**config.mk**
```make
export PLATFORM = sky130hd
export DESIGN_NAME = two_chan_rr_arb
export DESIGN_NICKNAME = d
export VERILOG_FILES = /design/src/rtl/two_chan_rr_arb_pkg.sv /design/src/rtl/two_chan_rr_arb_rr_grant2.sv /design/src/rtl/two_chan_rr_arb.sv
export SDC_FILE = /design/constraint.sdc
export NUM_CORES = 1
export LEC_CHECK = 0
export ABC_AREA = 1
export BUFFER_PORTS_ARGS = -buffer_cell sky130_fd_sc_hd__buf_4
export CORE_ASPECT_RATIO = 1.2
export CORE_MARGIN = 5
export CORE_UTILIZATION = 40
export CTS_CLUSTER_DIAMETER = 80
export CTS_CLUSTER_SIZE = 10
export DETAILED_ROUTE_END_ITERATION = 6
export PLACE_DENSITY = 0.68
export SYNTH_ARGS = -nofsm -noshare
export SYNTH_HDL_FRONTEND = slang
export SYNTH_HIERARCHICAL = 1
export SYNTH_SLANG_ARGS = --single-unit
```
**constraint.sdc**
```tcl
create_clock -name clk -period 3.4 [get_ports clk]
set_input_delay 0.34 -clock clk [delete_from_list [all_inputs] [get_ports clk]]
set_output_delay 0.34 -clock clk [all_outputs]
set_load 0.05 [all_outputs]
```
**src/rtl/two_chan_rr_arb_pkg.sv**
```systemverilog
// two_chan_rr_arb_pkg: source encodings and default payload width for the two-channel arbiter
package two_chan_rr_arb_pkg;
  localparam logic SRC_A = 1'b0;
  localparam logic SRC_B = 1'b1;
  localparam int DEF_WIDTH = 8;
endpackage

```
**src/rtl/two_chan_rr_arb_rr_grant2.sv**
```systemverilog
// rr_grant2: combinational two-way round-robin grant, ties go to the channel not granted last
module rr_grant2
  import two_chan_rr_arb_pkg::*;
(
  input  logic a_valid,
  input  logic b_valid,
  input  logic last_grant,
  output logic grant_a,
  output logic grant_b
);
  assign grant_a = a_valid && (!b_valid || last_grant == SRC_B);
  assign grant_b = b_valid && (!a_valid || last_grant == SRC_A);
endmodule

```
**src/rtl/two_chan_rr_arb.sv**
```systemverilog
// two_chan_rr_arb: round-robin merge of two valid/ready channels into one registered output slot
module two_chan_rr_arb
  import two_chan_rr_arb_pkg::*;
#(
  parameter int WIDTH = DEF_WIDTH
) (
  input  logic             clk,
  input  logic             rst_n,
  input  logic [WIDTH-1:0] a_data,
  input  logic             a_valid,
  output logic             a_ready,
  input  logic [WIDTH-1:0] b_data,
  input  logic             b_valid,
  output logic             b_ready,
  output logic [WIDTH-1:0] out_data,
  output logic             out_sel,
  output logic             out_valid,
  input  logic             out_ready
);
  logic [WIDTH-1:0] r_out_data;
  logic             r_out_sel;
  logic             r_out_valid;
  logic             r_last_grant;
  logic             w_load;
  logic             w_grant_a;
  logic             w_grant_b;
  logic             w_xfer;
  logic [WIDTH-1:0] w_mux;

  rr_grant2 u_grant (
    .a_valid   (a_valid),
    .b_valid   (b_valid),
    .last_grant(r_last_grant),
    .grant_a   (w_grant_a),
    .grant_b   (w_grant_b)
  );

  // rst_n gating keeps both readies low while the empty slot is held in reset
  assign w_load  = rst_n && (!r_out_valid || out_ready);
  assign a_ready = w_grant_a && w_load;
  assign b_ready = w_grant_b && w_load;
  assign w_xfer  = a_ready || b_ready;
  assign w_mux   = w_grant_b ? b_data : a_data;

  always_ff @(posedge clk or negedge rst_n) begin
    if (!rst_n) begin
      r_out_data   <= '0;
      r_out_sel    <= SRC_A;
      r_out_valid  <= 1'b0;
      r_last_grant <= SRC_B;
    end else if (w_load) begin
      r_out_valid <= w_xfer;
      if (w_xfer) begin
        r_out_data   <= w_mux;
        r_out_sel    <= w_grant_b;
        r_last_grant <= w_grant_b;
      end
    end
  end

  assign out_data  = r_out_data;
  assign out_sel   = r_out_sel;
  assign out_valid = r_out_valid;
endmodule
```
# Yosys cells after proc, flatten, opt, wreduce, memory -nomap -nowiden
# Index checks and enable logic that the tools add are counted.
dict set report totals {
  in_bits 21
  elab_cells 19
  regBits 11
  out_inout_bits 12
}
dict set report classes {
  muxes 1
  n_bitwise 1
  reduce_logical 13
}
# op n
set op_table {}
lappend op_table {{2-to-1 mux 8 bit} 1}
lappend op_table {{logical AND 1 bit} 5}
lappend op_table {{logical OR 1 bit} 4}
lappend op_table {{logical NOT 1 bit} 3}
lappend op_table {{AND reduction 2 bit} 1}
lappend op_table {{NOT 1 bit} 1}

# Longest topological paths before layout
# Gate-level depths: netlist (run 1).
dict set report logic_depth {
  ltp_word 6
  depth_mapped 7
  mapped_depth_nobuf 6
}

# By module
# Netlist (run 1), hierarchy kept.
# module instances cells_each seq_area_each_um2 area_per_inst_um2
set modules_own_cells {}
lappend modules_own_cells {two_chan_rr_arb 1 77 276.5 619.3}
lappend modules_own_cells {rr_grant2 1 4 0.0 27.5}

# Worst setup path after synthesis (run 1)
# OpenSTA, ideal clock, no wires.
dict set report synth_timing {
  kind {register to output}
  start {register r_out_valid (netlist: out_valid)}
  end {output a_ready}
  arrival_ns 1.345
  t_required_ns 3.060
  n_path_buf 1
  path_slack_ns 1.715
  stages_incl_launch_ff 5
  path_cell_list {dfrtp_1 -> nand2_2 -> nand3_2 -> buf_4 -> inv_1}
}
dict set report synth_via {
  elab_chain_len 4
}
# item line_no
set synth_lines {}
lappend synth_lines {{start: declaration} two_chan_rr_arb.sv:22} ;# logic r_out_valid;
lappend synth_lines {{start signal: assignment} two_chan_rr_arb.sv:52} ;# r_out_valid <= w_xfer;
lappend synth_lines {{logical NOT 1 bit} two_chan_rr_arb.sv:39} ;# assign w_load = rst_n && (!r_out_valid || out_ready);
lappend synth_lines {{logical OR 1 bit} two_chan_rr_arb.sv:39}
lappend synth_lines {{logical AND 1 bit} two_chan_rr_arb.sv:39}
lappend synth_lines {{logical AND 1 bit} two_chan_rr_arb.sv:40} ;# assign a_ready = w_grant_a && w_load;
lappend synth_lines {{end: declaration} two_chan_rr_arb.sv:11} ;# output logic a_ready,
# No other way between the ends.

# Worst setup path after layout (run 1)
dict set report layout_timing {
  start {register r_last_grant}
  end {output b_ready}
}
dict set report layout_via {
  elab_chain_len 4
}
# item line_no
set layout_lines {}
lappend layout_lines {{start: declaration} two_chan_rr_arb.sv:23} ;# logic r_last_grant;
lappend layout_lines {{start signal: assignment} two_chan_rr_arb.sv:56} ;# r_last_grant <= w_grant_b;
lappend layout_lines {{NOT 1 bit} two_chan_rr_arb_rr_grant2.sv:12} ;# assign grant_b = b_valid && (!a_valid || last_grant == SRC_A);
lappend layout_lines {{logical OR 1 bit} two_chan_rr_arb_rr_grant2.sv:12}
lappend layout_lines {{logical AND 1 bit} two_chan_rr_arb_rr_grant2.sv:12}
lappend layout_lines {{via w_grant_b} two_chan_rr_arb.sv:26} ;# logic w_grant_b;
lappend layout_lines {{logical AND 1 bit} two_chan_rr_arb.sv:41} ;# assign b_ready = w_grant_b && w_load;
lappend layout_lines {{end: declaration} two_chan_rr_arb.sv:14} ;# output logic b_ready,
# The timed path passes the listed nets, and every way through them passes these cells.

==> reports/summary.md, run 1 <==
### Timing
* **setup violation total in the final timing report** 0
* **Min Clock Period, post-route** 2230 ps
* **Min Hold Slack** 379 ps
* **Max Clock Freq** 448 MHz
* **RSZ-0062 raised after global routing** false
* **setup TNS after final layout** 0 ps
* **period utilization** 65.7%
* **worst relative slew slack** 59.4%
* **Hold Violations, Final** 0
* **Clock Skews** 3.93 ps
* **slew at the pin with the worst max-slew slack** 606 ps
* **Slew Viols, Final** 0

### Place
* **half-perimeter wire length after detailed placement** 1080 um
* **gp weighted congestion** 0.761
* **port buffer count** 32
* **dpl cells** 127

### Floorplan
* **# IOs** 33
* **Initial Utilization** 40.9%
* **width of the chip** 46.7 um
* **num rows** 16
* **Die Area** 2520 um2
* **y dimension of the die** 54.1 um
* **total core area** 1580 um2

### Critical path
* **WP data arrival** 1890 ps
* **origin of the critical flop-to-flop path** r_last_grant
* **reg-to-reg slack, setup** 1630 ps
* **cells on worst reg2reg path** 5
* **required time of the critical path** 3060 ps
* **Crit Reg-Reg Endpoint** out_data[2]
* **biggest fanout along the worst timing path** 17
* **Crit Path Class** reg -> out
* **sort of element at the start of the critical path** flop
* **endpoint class of the critical path** primary output

### Power
* **peak supply drop** 310 uV
* **power per cell area** 738 nW/um2
* **Leakage Power** 0.531 nW

### Clock network
* **Max clock buf depth** 2
* **clock-pin transition on the worst setup and hold timing paths** 70 ps
* **count of H-tree levels built during CTS** 1
* **CTS root buffer** clkbuf_4
* **cts repair resizes** 0
* **total clock sinks** 11
* **clock latency on the worst-skew pair** 260 ps
* **CTS tree** built
* **hold-fix buffer count after cts** 1
* **number of post-CTS setup repair buffers** 0
* **clock buffer count from CTS** 3

### Global route
* **first-pass GRT wire length** 2090 um
* **pin count of the biggest net entering global routing** 18
* **global route overflow** 0
* **number of global-route vias before repair** 536
* **global-route total usage across every layer** 11.5%
* **number of antenna violations at the first check in global routing** 0

### Final layout
* **final net count** 136
* **filler cell count in the final layout** 173
* **final cell count without fillers** 132
* **share of layout cells above drive strength 1** 42.1%
* **Layout Area Growth over Synthesis** 39.8%
* **ant diodes** 0

### Logic synthesis
* **Distinct cells, synth** 13
* **multiplexer share of the synthesized area** 0%
* **ranking of synthesized cells by area** dfrtp_1 39%, nand2_1 17%, nand3_2 12%
* **post-synthesis instance area** 647 um2
* **most frequent cell after synthesis** nand2_1
* **xor/xnor share of the synthesized area** 0%
* **fraction of the yosys area taken by sequential cells** 42.7%
* **synthesized-area fraction occupied by ao, oa, aoi and oai cells** 9.28%
* **top cells by count, synth** 30 x nand2_1, 13 x inv_1, 10 x dfrtp_1
* **mean post-synth cell area** 7.99 um2
* **synthesized net count** 102
* **share of synthesized flip-flops with an asynchronous set or reset** 100%
* **fraction of the mapped netlist area in adder cells** 0%
* **fraction of synthesized cell area taken by the top area cell type** 38.7%
* **fraction of the mapped netlist area in simple logic gates** 34.0%
* **dominant combinational cell family by area after synthesis** simple AND/OR/NAND/NOR gates
* **flops & latches, synth** 11
* **EDFF count, synth** 0
* **flip-flop cell with the highest count after synthesis** dfrtp_1
* **warnings from Yosys** 6
* **cell taking the most area after synthesis** dfrtp_1
* **synthesized instance count** 81

### Run
* **reported max-cap violation count** 0

### Routing
* **Routed Wire Length** 1340 um
* **number of remaining DRC errors** 0
* **routed length per instance** 10.1 um
* **detail-routed via count per cell** 4.47
* **total number of vias** 590
* **length of the first detailed-routing pass in iterations** 4
* **first-iteration detailed-routing DRC count** 8
* **DRT antenna net count** 0

### Min path
* **path category of the worst min-delay check** in -> reg
* **Worst Hold Path Cells** 5
* **Hold Crit Start** b_data[5]
* **sink of the worst hold path** out_data[5]

### Outcome
* **status** completed

cell usage in the layout, fill, tap and decap left out:
cell type | netlist | layout
o21ai_1 | 1 | 1
dlygate4sd3_1 | 0 | 1
nand3_1 | 3 | 3
o21ai_0 | 7 | 7
nand2_2 | 2 | 2
clkbuf_1 | 0 | 1
dfrtp_1 | 10 | 10
clkbuf_4 | 0 | 3
a21boi_2 | 1 | 1
nand3_2 | 8 | 8
buf_4 | 1 | 32
inv_1 | 13 | 13
a21oi_2 | 1 | 1
nand2_1 | 30 | 30
dfstp_2 | 1 | 1
flip-flops by register name, indices dropped and copies added (netlist names):
register / cells
out_data: 8
r_last_grant: 1
out_sel: 1
out_valid: 1
per-layer routing:
layer | up-vias | global-route usage (%) | wire length [um]
met5 | - | 0 | 0
met4 | 0 | 6.91 | 19
met3 | 2 | 1.34 | 108
met2 | 17 | 20.4 | 714
met1 | 259 | 12.6 | 494
li1 | 312 | - | -
cell families after synthesis:
| logic type | Yosys count |
|---|---|
| and+or+nand+nor | 43 |
| buffers and inverters | 17 |
| DFF | 11 |
| AOI/OAI and AO/OA | 10 |
area by class of cell:
| class | instances | area (um2) | area share, % |
|---|---|---|---|
| repair buffers | 33 | 250 | 27.7 |
| flip-flops and latches | 11 | 277 | 30.6 |
| multi-input cells | 53 | 280 | 31.0 |
| well taps | 18 | 22.5 | 2.49 |
| inverters | 13 | 48.8 | 5.39 |
| clock buffers | 4 | 26.3 | 2.90 |
stage by stage:
step	util (%)	power (mW)	setup slack, ps	cell area (um2)
global placement	54.9	0.585	1400	868
floorplan	-	0.481	1720	647
detailed placement	54.9	0.589	1360	868
global route	57.2	0.710	957	905
finish	57.2	0.668	1170	905
CTS	57.2	0.676	1140	905
worst max-delay path: stages (launching register included):
cell and delay (ps):
dfstp_2 380, a21boi_2 500, nand3_2 430, inv_1 130, buf_4 200
power breakdown:
| part | total [mW] | internal [mW] | switching [mW] | leakage (nW) |
|---|---|---|---|---|
| registers | 0.216 | 0.183 | 0.0331 | 0.134 |
| logic | 0.367 | 0.117 | 0.250 | 0.383 |
| clock network | 0.0850 | 0.0453 | 0.0397 | 0.0150 |
how the worst max path moves through the flow:
stage            startpoint      end  slack (ps)  cells after the start
2_1_floorplan     out_valid  a_ready        1720                      4
3_3_place_gp        a_valid  b_ready        1400                      5
3_5_place_dp        a_valid  b_ready        1360                      5
4_1_cts        r_last_grant  b_ready        1140                      4
5_1_grt        r_last_grant  b_ready         960                      4
6_report       r_last_grant  b_ready        1170                      4
(Power assumes the default switching activity.)
==> inputs of run 2 (changes only) <==
- ABC_AREA: 1 -> 0
- CORE_UTILIZATION: 40 -> 38
- PLACE_DENSITY: 0.68 -> 0.69
- clock period: 3.4 -> 1.91 ns (I/O delays scaled with it)
==> reports/summary.md, run 2 <==
### Outcome
* **status** completed

### Timing
* **setup TNS after final layout** 0 ps
* **period utilization** 89.2%
* **Max Clock Freq** 587 MHz
* **worst relative slew slack** 74.6%
* **Hold Violations, Final** 0
* **Min Clock Period, post-route** 1700 ps
* **RSZ-0062 raised after global routing** false
* **Clock Skews** 1.56 ps
* **setup violation total in the final timing report** 0
* **Min Hold Slack** 236 ps
* **slew at the pin with the worst max-slew slack** 382 ps
* **Slew Viols, Final** 0

### Clock network
* **total clock sinks** 11
* **count of H-tree levels built during CTS** 1
* **clock latency on the worst-skew pair** 260 ps
* **number of post-CTS setup repair buffers** 0
* **clock buffer count from CTS** 3
* **CTS root buffer** clkbuf_4
* **CTS tree** built
* **Max clock buf depth** 2
* **clock-pin transition on the worst setup and hold timing paths** 60 ps

### Global route
* **pin count of the biggest net entering global routing** 16
* **GR peak layer** met2
* **global route overflow** 0
* **fraction of met2 tracks used by global routing** 14.7%
* **first-pass GRT wire length** 1880 um
* **number of global-route vias before repair** 456
* **global-route total usage across every layer** 10.9%
* **met3 track utilization from global routing** 5.69%
* **fraction of met1 tracks used by global routing** 13.8%
* **number of antenna violations at the first check in global routing** 0

### Run
* **reported max-cap violation count** 0

### Critical path
* **cell chain of the critical path** a21boi_2 > buf_4 > and2_2 > buf_4
* **reg-to-reg slack, setup** 330 ps
* **master of the slowest instance on the critical path** dfstp_2
* **origin of the critical flop-to-flop path** r_last_grant
* **WP data arrival** 1510 ps
* **biggest fanout along the worst timing path** 9
* **CP max stage delay** 380 ps
* **required time of the critical path** 1720 ps
* **endpoint class of the critical path** primary output
* **cell occurring most often along the worst timing path** buf_4
* **cells on worst reg2reg path** 4
* **Crit Reg-Reg Endpoint** out_data[2]
* **Crit Path Class** reg -> out
* **sort of element at the start of the critical path** flop

### Logic synthesis
* **mean post-synth cell area** 14.3 um2
* **ranking of synthesized cells by area** dfrtp_1 42%, mux2_4 18%, mux2_2 17%
* **most frequent cell after synthesis** dfrtp_1
* **post-synthesis instance area** 601 um2
* **EDFF count, synth** 0
* **Distinct cells, synth** 14
* **top cells by count, synth** 10 x dfrtp_1, 9 x mux2_2, 7 x mux2_4
* **fraction of synthesized cell area taken by the top area cell type** 41.7%
* **synthesized net count** 63
* **share of synthesized flip-flops with an asynchronous set or reset** 100%
* **fraction of the yosys area taken by sequential cells** 46.0%
* **flops & latches, synth** 11
* **flip-flop cell with the highest count after synthesis** dfrtp_1
* **warnings from Yosys** 6
* **synthesized instance count** 42
* **cell taking the most area after synthesis** dfrtp_1

### Floorplan
* **total core area** 1460 um2
* **width of the chip** 46.3 um
* **num rows** 15
* **# IOs** 33
* **Initial Utilization** 41.0%
* **y dimension of the die** 53.6 um
* **Die Area** 2480 um2

### Min path
* **sink of the worst hold path** out_valid
* **path category of the worst min-delay check** in -> reg
* **Hold Crit Start** out_ready
* **Worst Hold Path Cells** 4

### Routing
* **first-iteration detailed-routing DRC count** 0
* **Routed Wire Length** 1160 um
* **length of the first detailed-routing pass in iterations** 1
* **DRT antenna net count** 0
* **number of remaining DRC errors** 0
* **routed length per instance** 12.1 um
* **total number of vias** 459
* **detail-routed via count per cell** 4.78

### Final layout
* **filler cell count in the final layout** 124
* **most frequent standard cell in the layout excluding fill and tap cells** buf_4
* **Largest register FFs** 8
* **share of layout cells above drive strength 1** 74.7%
* **commonest cells after routing, fill and taps aside** 33 x buf_4, 10 x dfrtp_1, 9 x mux2_2
* **ant diodes** 0
* **final net count** 101
* **Layout Area Growth over Synthesis** 50.2%

### Place
* **port buffer count** 32
* **half-perimeter wire length after detailed placement** 947 um
* **gp weighted congestion** 0.764

### Power
* **peak supply drop** 642 uV
* **power per cell area** 1290 nW/um2
* **Leakage Power** 0.455 nW

## run 2: cell count changes in the layout (fill, tap and decap cells not counted), moves of 3 or more
cell	before	now
inv_1	13	3
mux2_2	0	9
mux2_4	0	7
nand2_1	30	3
nand3_1	3	0
nand3_2	8	0
o21ai_0	7	0
## run 2: power by group
part | internal, mW | switching [mW]
clock network | 0.0806 | 0.0699
logic | 0.244 | 0.398
registers | 0.322 | 0.0452
total | 0.647 | 0.513
## run 2: cell families (layout without fill, tap and decap cells)
kind of cell / count (synthesis) / count (layout) / synth area share (%)
compound gates: 7 / 7 / 12.7
buf+inv: 4 / 41 / 3.75
flops: 11 / 11 / 46.0
mux: 16 / 16 / 34.4
simple gates: 4 / 4 / 3.13
## run 2: what timing repair did
action	CTS	global route
gates resized for setup	0	2
endpoints found under the hold margin	11	0
setup endpoints to repair	0	1
hold buffers	1	0
## run 2: critical path: cells and delay by family, from the launching register on
family	cells	cell delay, ps
and+or+nand+nor	1	160
AOI/OAI and AO/OA	1	270
buffers and inverters	2	440
DFF	1	380
## run 2: through the flow
stage	total power [mW]	area [um2]	std cells	worst slack, ps	utilization (%)
after detailed placement	1.02	858	91	194	58.6
final	1.16	902	96	206	61.6
after CTS	1.17	895	96	42.8	61.1
after global placement	1.01	858	91	219	58.6
after floorplan	0.816	601	42	230	-
after global routing	1.22	902	96	108	61.6
## run 2: final cells by class
| cell class | instances | area [um2] | share of cell area (%) |
|---|---|---|---|
| multi-input combinational | 27 | 309 | 34.3 |
| clock buffer | 4 | 26.3 | 2.91 |
| timing repair buffer | 34 | 258 | 28.6 |
| tap | 17 | 21.3 | 2.36 |
| inverter | 3 | 11.3 | 1.25 |
| sequential | 11 | 277 | 30.7 |
## run 2: how the worst max path moves through the flow
stage                             from     endpoint  slack (ps)  depth (start not counted)
after global routing      r_last_grant      a_ready         110                          5
after floorplan           r_last_grant  out_data[0]         230                          4
after detailed placement  r_last_grant  out_data[1]         190                          4
final                     r_last_grant      b_ready         210                          4
after CTS                 r_last_grant      b_ready          40                          4
after global placement    r_last_grant  out_data[4]         220                          4
## run 2: metal layers
| metal | vias up | routed length [um] |
|---|---|---|
| li1 | 227 | - |
| met1 | 212 | 467 |
| met2 | 20 | 557 |
| met3 | 0 | 136 |
| met4 | 0 | 0 |
| met5 | - | 0 |
==> inputs of run 3 (changes only) <==
- CORE_MARGIN: 5 -> not set
- PLACE_DENSITY: 0.69 -> 0.73
==> reports/summary.md, run 3 (synthesis results as in run 2) <==
### Outcome
* **status** completed

### Power
* **power per cell area** 1300 nW/um2
* **total power** 1.17 mW
* **peak supply drop** 706 uV
* **Leakage Power** 0.460 nW

### Clock network
* **clock latency on the worst-skew pair** 260 ps
* **clock-pin transition on the worst setup and hold timing paths** 70 ps
* **clock buffer count from CTS** 3
* **Max clock buf depth** 2
* **CTS root buffer** clkbuf_4
* **CTS tree** built
* **total clock sinks** 11
* **number of post-CTS setup repair buffers** 0
* **count of H-tree levels built during CTS** 1

### Critical path
* **endpoint class of the critical path** flop
* **origin of the critical flop-to-flop path** r_last_grant
* **biggest fanout along the worst timing path** 6
* **required time of the critical path** 2060 ps
* **Crit Reg-Reg Endpoint** out_data[6]
* **reg-to-reg slack, setup** 180 ps
* **WP data arrival** 1880 ps
* **sort of element at the start of the critical path** flop
* **Crit Path Class** reg -> reg
* **cells on worst reg2reg path** 4

### Final layout
* **ant diodes** 0
* **Largest register FFs** 8
* **share of layout cells above drive strength 1** 73.8%
* **most frequent standard cell in the layout excluding fill and tap cells** buf_4
* **Layout Area Growth over Synthesis** 50.8%
* **final net count** 102
* **commonest cells after routing, fill and taps aside** 34 x buf_4, 10 x dfrtp_1, 9 x mux2_2
* **filler cell count in the final layout** 136

### Global route
* **global route overflow** 0
* **number of global-route vias before repair** 486
* **first-pass GRT wire length** 2060 um
* **global-route total usage across every layer** 17.7%
* **pin count of the biggest net entering global routing** 16
* **number of antenna violations at the first check in global routing** 0

### Timing
* **slew at the pin with the worst max-slew slack** 522 ps
* **Slew Viols, Final** 0
* **RSZ-0062 raised after global routing** false
* **worst relative slew slack** 65.1%
* **Clock Skews** 3.89 ps
* **setup violation total in the final timing report** 0
* **Min Clock Period, post-route** 1730 ps
* **period utilization** 90.5%
* **Hold Violations, Final** 0
* **Max Clock Freq** 579 MHz
* **setup TNS after final layout** 0 ps
* **Min Hold Slack** 234 ps

### Min path
* **Hold Crit Start** out_ready
* **sink of the worst hold path** out_valid
* **path category of the worst min-delay check** in -> reg
* **Worst Hold Path Cells** 4

### Routing
* **total number of vias** 475
* **routed length per instance** 13.0 um
* **DRT antenna net count** 0
* **detail-routed via count per cell** 4.90
* **first-iteration detailed-routing DRC count** 2
* **number of remaining DRC errors** 0
* **Routed Wire Length** 1260 um
* **length of the first detailed-routing pass in iterations** 2

### Floorplan
* **num rows** 15
* **total core area** 1460 um2
* **width of the chip** 38.3 um
* **Initial Utilization** 41.0%
* **y dimension of the die** 45.6 um
* **# IOs** 33
* **Die Area** 1740 um2

### Place
* **port buffer count** 32
* **gp weighted congestion** 0.676
* **half-perimeter wire length after detailed placement** 990 um

### Run
* **reported max-cap violation count** 0

## run 3: cell types whose count changed in the layout (fill, tap and decap cells not counted), sizes merged
cell / change
buf: +1
## run 3: critical path, stage by stage (launching register included)
cell      delay (ps)
dfstp_2          380
a21boi_1         410
buf_4            250
mux2_2           330
mux2_2           250
## run 3: how the worst max path moves through the flow
stage                  from          end  slack [ps]  cells after the start
2_1_floorplan  r_last_grant  out_data[0]         230                      4
3_3_place_gp   r_last_grant  out_data[6]         250                      4
3_5_place_dp   r_last_grant  out_data[6]         200                      4
4_1_cts        r_last_grant      a_ready          80                      5
5_1_grt        r_last_grant      a_ready         100                      5
6_report       r_last_grant  out_data[6]         180                      4
## run 3: repair_timing
| item | in CTS | in global routing |
|---|---|---|
| endpoints found under the setup margin | 0 | 1 |
| hold buffers | 1 | 0 |
| hold endpoints to repair | 11 | 0 |
| gates resized for setup | 0 | 1 |
## run 3: stage by stage
stage               util [%]  instances  cell area (um2)  worst slack [ps]
floorplan                  -         42              601               230
global placement        59.1         92              866               248
detailed placement      59.1         92              866               198
CTS                     61.6         97              902              81.4
global route            61.9         97              906               100
finish                  61.9         97              906               182
## run 3: layout make-up
cell class,instances,area [um2],share of cell area [%]
Multi-Input combinational cell,27,305,33.7
Sequential cell,11,277,30.5
Timing Repair Buffer,35,265,29.3
Clock buffer,4,26.3,2.90
Tap cell,17,21.3,2.35
Inverter,3,11.3,1.24
## run 3: metal layers
metal	vias up	global-route usage, %	part of all wire (%)
met2	18	29.5	55
met4	0	8.57	0.72
met1	229	19.4	37
met5	-	0	0
li1	226	-	-
met3	2	6.37	6.4
## run 3: report_power, final
group | switching (mW) | internal, mW | total [mW]
registers | 0.0471 | 0.321 | 0.368
clock network | 0.0772 | 0.0807 | 0.158
logic | 0.401 | 0.247 | 0.648
total | 0.525 | 0.649 | 1.17
